### src/rtl/dmem_hs.sv
// Word-addressed data memory with byte-enabled writes and a req/ready handshake.
// Each access takes a fixed number of wait states before it completes with a one-cycle ready pulse.
module dmem_hs #(
    parameter int WIDTH   = 32,
    parameter int DEPTH   = 64,
    parameter int LATENCY = 2
) (
    input  logic               clk,
    input  logic               reset,
    input  logic               req,
    input  logic               we,
    input  logic [WIDTH/8-1:0] be,
    input  logic [31:0]        a,
    input  logic [WIDTH-1:0]   wd,
    output logic [WIDTH-1:0]   rd,
    output logic               ready,
    output logic               err,
    output logic               busy
);

    localparam int NB  = WIDTH / 8;
    localparam int OFF = $clog2(NB);
    localparam int IW  = $clog2(DEPTH);

    typedef enum logic [1:0] {IDLE, WAIT, DONE} state_t;

    state_t            state_q, state_d;
    logic [2:0]        cnt_q, cnt_d;
    logic [31:0]       addr_q, addr_d;
    logic              we_q, we_d;
    logic [NB-1:0]     be_q, be_d;
    logic [WIDTH-1:0]  wd_q, wd_d;
    logic [WIDTH-1:0]  rd_q, rd_d;
    logic              err_q, err_d;
    logic              mem_wr;
    logic [WIDTH-1:0]  mem_q [DEPTH];

    logic [31:0]       word_idx;
    logic [IW-1:0]     idx;
    logic              oor;

    // The full shifted address is compared so that high address bits flag an error instead of aliasing.
    assign word_idx = addr_q >> OFF;
    assign idx      = word_idx[IW-1:0];
    assign oor      = (word_idx >= 32'(DEPTH));

    always_comb begin
        state_d = state_q;
        cnt_d   = cnt_q;
        addr_d  = addr_q;
        we_d    = we_q;
        be_d    = be_q;
        wd_d    = wd_q;
        rd_d    = rd_q;
        err_d   = err_q;
        mem_wr  = 1'b0;
        unique case (state_q)
            IDLE: begin
                if (req) begin
                    addr_d  = a;
                    we_d    = we;
                    be_d    = be;
                    wd_d    = wd;
                    cnt_d   = 3'(LATENCY);
                    state_d = WAIT;
                end
            end
            WAIT: begin
                if (cnt_q != 3'd0) begin
                    cnt_d = cnt_q - 3'd1;
                end else begin
                    state_d = DONE;
                    err_d   = oor;
                    if (we_q) begin
                        mem_wr = !oor && reset;
                    end else begin
                        rd_d = oor ? '0 : mem_q[idx];
                    end
                end
            end
            DONE: begin
                state_d = IDLE;
                err_d   = 1'b0;
            end
            default: state_d = IDLE;
        endcase
    end

    always_ff @(posedge clk or negedge reset) begin
        if (!reset) begin
            state_q <= IDLE;
            cnt_q   <= '0;
            addr_q  <= '0;
            we_q    <= 1'b0;
            be_q    <= '0;
            wd_q    <= '0;
            rd_q    <= '0;
            err_q   <= 1'b0;
        end else begin
            state_q <= state_d;
            cnt_q   <= cnt_d;
            addr_q  <= addr_d;
            we_q    <= we_d;
            be_q    <= be_d;
            wd_q    <= wd_d;
            rd_q    <= rd_d;
            err_q   <= err_d;
        end
    end

    // Storage has no reset so its contents survive a reset pulse.
    always_ff @(posedge clk) begin
        for (int unsigned i = 0; i < NB; i++) begin
            if (mem_wr && be_q[i]) begin
                mem_q[idx][i*8 +: 8] <= wd_q[i*8 +: 8];
            end
        end
    end

    assign rd    = rd_q;
    assign err   = err_q;
    assign ready = (state_q == DONE);
    assign busy  = (state_q != IDLE);

endmodule

### config.mk
export PLATFORM = sky130hd
export DESIGN_NAME = dmem_hs
export DESIGN_NICKNAME = d
export VERILOG_FILES = /design/src/rtl/dmem_hs.sv
export SDC_FILE = /design/constraint.sdc
export NUM_CORES = 2
export LEC_CHECK = 0
export CORE_ASPECT_RATIO = 1.2
export CORE_UTILIZATION = 23
export DETAILED_ROUTE_END_ITERATION = 12
export SKIP_LAST_GASP = 1
export SYNTH_ARGS = -nofsm -noshare
export SYNTH_HDL_FRONTEND = slang
export SYNTH_SLANG_ARGS = --single-unit
### constraint.sdc
create_clock -name clk -period 2.9 [get_ports clk]
set_input_delay 0.29 -clock clk [delete_from_list [all_inputs] [get_ports clk]]
set_output_delay 0.29 -clock clk [all_outputs]
set_load 0.01 [all_outputs]
==> impl_results.md <==
* Design internal power at 66,300 uW
* Congestion Overflow GR at 0
* Time the final worst path needs with I/O delays and setup at ~3 ns
* Required time of the worst setup path at between 3 and 4 ns
* Clock H-tree levels at 4
* Element type at the critical path end: flop
* Wire length of the first global-routing pass at between 300 and 400 mm
* Dpl hpwl at approximately 180 mm
* Count of placed standard cells including taps at between 9k and 10k
* Portion of the post-synthesis area used by sequential elements at 0.767
* Per-instance average area after synthesis at roughly 18 um2
* Switching power at approximately 34,000 uW
* Clock insertion delay at the later pin of the skew report at between 0.8 and 0.9 ns
* Clock share of power at 0.269
* Final design utilization at 0.282
* Switch share at 0.342
* Final-layout setup total negative slack at -0.589 ns
* Top cell types by occurrence after synthesis: sky130_fd_sc_hd__edfxtp_1, sky130_fd_sc_hd__nor2_1, sky130_fd_sc_hd__nand2_1, sky130_fd_sc_hd__o22ai_1, sky130_fd_sc_hd__mux4_2
* Floorplan row count at 242
* Critical path fanouts, max at 23
* Count of vias placed by the detailed router at 49.1k
* Number of distinct library cells after synthesis at 76
* Fin crit share at 1.02
* Count of buffers from port buffering at ~100
* Max-Slew Margin vs Limit at 0.0933
* Starting utilization of the core area at 0.231
* Most frequently used flop master after synthesis: sky130_fd_sc_hd__edfxtp_1
* Simple logic cell fraction of the synthesized area at 0.0344
* Worst-case setup margin in the final layout at -0.0646 ns
* Number of antenna violations at the first check in global routing at 10
* Worst hold path class: in -> reg
* Post-synthesis share of cell area spent on full adders, half adders and majority gates at 0.000299
* Via density per instance at between 4 and 5
* Arrival time reported for the critical path endpoint at around 3.5 ns
* Highest clock frequency the design can meet at roughly 0.34 GHz
* Worst Hold Launch: wd[8]
* Last weighted congestion value of the routability-driven placer at between 0.8 and 0.9
* Area added between synthesis and finish at 22.0%
* Num CTS Buffers at approximately 200
* Failing checks: setup timing
* Synthesized netlist cell count at between 4k and 5k
* Final count of negative-setup-slack endpoints at 15
* Proportion of power drawn by combinational gates at 0.308
* Standard cell area after detailed placement at about 95,000 um2
* GRT Overall Usage at 0.146
* Worst setup path category: reg -> reg
* Antenna violation net count after detailed routing at 0
* Fill cell count at approximately 36k
* Standard cell core area at roughly 360,000 um2
* RSZ-0062 raised after global routing: false
* Hold EP: wd_q[8]
* Power Dens Cells at between 900 and 1000 nW/um2
* Most common cell in the netlist: sky130_fd_sc_hd__edfxtp_1
* Die outline width at 552 um
* Count of final max-slew check failures at 0
* Maximum resistive drop on vdd at just over 0.001 V
* Number of cells on the worst hold path at 2
* Mux share of post-synthesis cell area at 0.104
* Synth warnings at 0
* Finished layout cell area at 102,000 um2
* Main combinational cell family by area after synthesis: multiplexers
* Post-Synthesis Cell Area at 83,600 um2
* Cell taking the most area after synthesis: sky130_fd_sc_hd__edfxtp_1
* Reg-to-reg critical path startpoint: addr_q[4]
* Number of flops mapped to enable cells by yosys at between 2k and 2.5k
* Post-detailed-route DRC marker count at 0
* Share of total power in sequential cells at 0.423
* Number of design-rule violations left by the first detailed-router iteration at 6,496
* Number of sinks on the clock net at 2,153
* Number of top-level design ports at 107
* Die span in y at between 600 and 700 um
* First drt pass iteration count at 6
* Share of the synthesized area in the top cell type at 0.736
* Nets@finish at approximately 5.3k
* Transition at the pin with the smallest max-transition slack at between 1 and 1.5 ns
* Final Hold Violating Endpoints at 0
* Area of the die at 366,000 um2
* Xor and xnor area share after synthesis at 0
* Reg clk slew, reported paths at 0.07 ns
* Detailed Route WL at about 280 mm
* Synthesized Nets at 4,682
* Timing startpoint of the critical path: addr_q[4]
* Number of violations of the max-capacitance limit at 0
* Post-synthesis async set-or-reset flop share at 0.0488
* Compound-cell area share of the yosys netlist at 0.0721
* Cell chosen for the clock root: sky130_fd_sc_hd__clkbuf_16
* End of the worst register-to-register path: mem_q[55][29]
* Most area-consuming cells after synthesis: sky130_fd_sc_hd__edfxtp_1, sky130_fd_sc_hd__mux4_2, sky130_fd_sc_hd__dfrtp_1, sky130_fd_sc_hd__mux2_2, sky130_fd_sc_hd__mux2i_1
* Vias in the first global route at around 49k
* Status: finished, violations left
* Final non-filler cell total at roughly 10k
* Wire length per cell after detailed routing at 27.2 um
* Clock skew at 0.0576 ns
* Worst r2r path cells at 6
* Pin count of the biggest net entering global routing at a little under 100
* Setup crit start kind: flop
* FF-to-FF setup slack at -0.06 ns
* Worst slack on hold paths at 0.0308 ns
* Fraction of final layout cells with drive strength greater than 1 at 0.266
* CTS tree: yes
* Post-synthesis register bit count at roughly 2.2k
* Lkg Pwr at 0.0323 uW
* Longest Clk Path Bufs at 4
## cells by family after synthesis
group / count (synthesis)
DFF: 2153
adders and majority gates: 2
buffers and inverters: 326
muxes: 585
AOI/OAI and AO/OA: 846
and+or+nand+nor: 696
## worst max-delay path by stage
| stage | end | slack, ns | cells after the start |
|---|---|---|---|
| CTS | rd[24] | 0.03 | 9 |
| floorplan | mem_q[59][0] | 0.33 | 9 |
| global route | rd[9] | 0.003 | 8 |
| finish | mem_q[55][29] | -0.06 | 6 |
| detailed placement | rd[10] | -0.32 | 8 |
| global placement | rd[10] | -0.31 | 8 |
## worst max-delay path: stages, from the launching register on
cell	delay, ns
sky130_fd_sc_hd__dfrtp_4	0.62
sky130_fd_sc_hd__inv_4	0.20
sky130_fd_sc_hd__buf_12	0.25
sky130_fd_sc_hd__nor2_1	0.39
sky130_fd_sc_hd__nand2_1	0.61
sky130_fd_sc_hd__nor2_1	0.39
sky130_fd_sc_hd__buf_12	0.18
## layout make-up
class	instances	area, um2	share of cell area
Antenna cell	6	15.0	0.000147
Clock buffer	265	5440	0.0534
Clock inverter	98	1240	0.0121
Inverter	9	43.8	0.000429
Multi-Input combinational cell	2129	17800	0.175
Sequential cell	2153	64200	0.629
Tap cell	4758	5950	0.0584
Timing Repair Buffer	760	7240	0.0710
## registers in the layout (all words and copies together), names as in the netlist
register,cells
addr_q,30
be_q,4
cnt_q,3
err,1
mem_q,2048
rd,32
state_q,2
wd_q,32
we_q,1
## through the flow
step / total power [uW] / worst slack [ns]
3_5_place_dp: 73700 / -0.324
2_1_floorplan: 57400 / 0.329
6_report: 101000 / -0.0646
5_1_grt: 103000 / 0.00311
4_1_cts: 101000 / 0.0261
3_3_place_gp: 73200 / -0.313
## what timing repair did
item	in CTS	in global routing
setup endpoints to repair	76	1291
pin swaps	0	1
gates resized for setup	8	19
endpoints found under the hold margin	105	0
setup buffers	0	2
hold buffers	2	0
## power groups by stage
stage | registers (uW) | logic, uW | clock network (uW)
finish | 42600 | 31000 | 27100
global route | 42800 | 31800 | 28500
CTS | 42600 | 30600 | 27400
detailed placement | 43200 | 30400 | 0
global placement | 43000 | 30200 | 0
floorplan | 42100 | 15300 | 0
## cell usage in the layout (no fill, tap or decap), drive strengths merged, types with 6 or more instances in the layout
| cell type | synthesis | routed |
|---|---|---|
| diode | 0 | 6 |
| dfrtp | 105 | 105 |
| o22ai | 228 | 228 |
| a222oi | 10 | 10 |
| a22o | 11 | 11 |
| bufinv | 0 | 27 |
| nor2b | 18 | 18 |
| a22oi | 46 | 46 |
| and3 | 9 | 9 |
| edfxtp | 2048 | 2048 |
| o21ai | 104 | 104 |
| inv | 8 | 15 |
| a31oi | 8 | 8 |
| o211ai | 12 | 12 |
| o31ai | 11 | 11 |
| mux4 | 211 | 211 |
| nor2 | 362 | 362 |
| o221ai | 136 | 136 |
| a32o | 25 | 25 |
| mux2i | 186 | 186 |
| buf | 216 | 655 |
| clkinv | 1 | 55 |
| a21oi | 99 | 99 |
| a221oi | 40 | 40 |
| o22a | 7 | 7 |
| nand2b | 10 | 10 |
| a2bb2oi | 21 | 21 |
| a32oi | 12 | 12 |
| nand3 | 10 | 10 |
| nor4 | 10 | 10 |
| a221o | 11 | 11 |
| a2111oi | 11 | 11 |
| clkbuf | 101 | 265 |
| nand2 | 234 | 234 |
| clkdlybuf4s50 | 0 | 103 |
| a211oi | 26 | 26 |
| nor3 | 13 | 13 |
| mux2 | 188 | 188 |
| clkinvlp | 0 | 10 |
## per-layer routing
layer  vias up  part of all wire  routed length (um)  GRT usage
met5         -           0.00030                  84          0
met4        12             0.067               18600     0.0883
met3       627             0.086               23700     0.0256
met2      2748              0.47              131000      0.240
met1     25664              0.37              103000      0.179
li1      20020                 -                   -          -
Note: power is estimated with default switching activity, not from simulation.
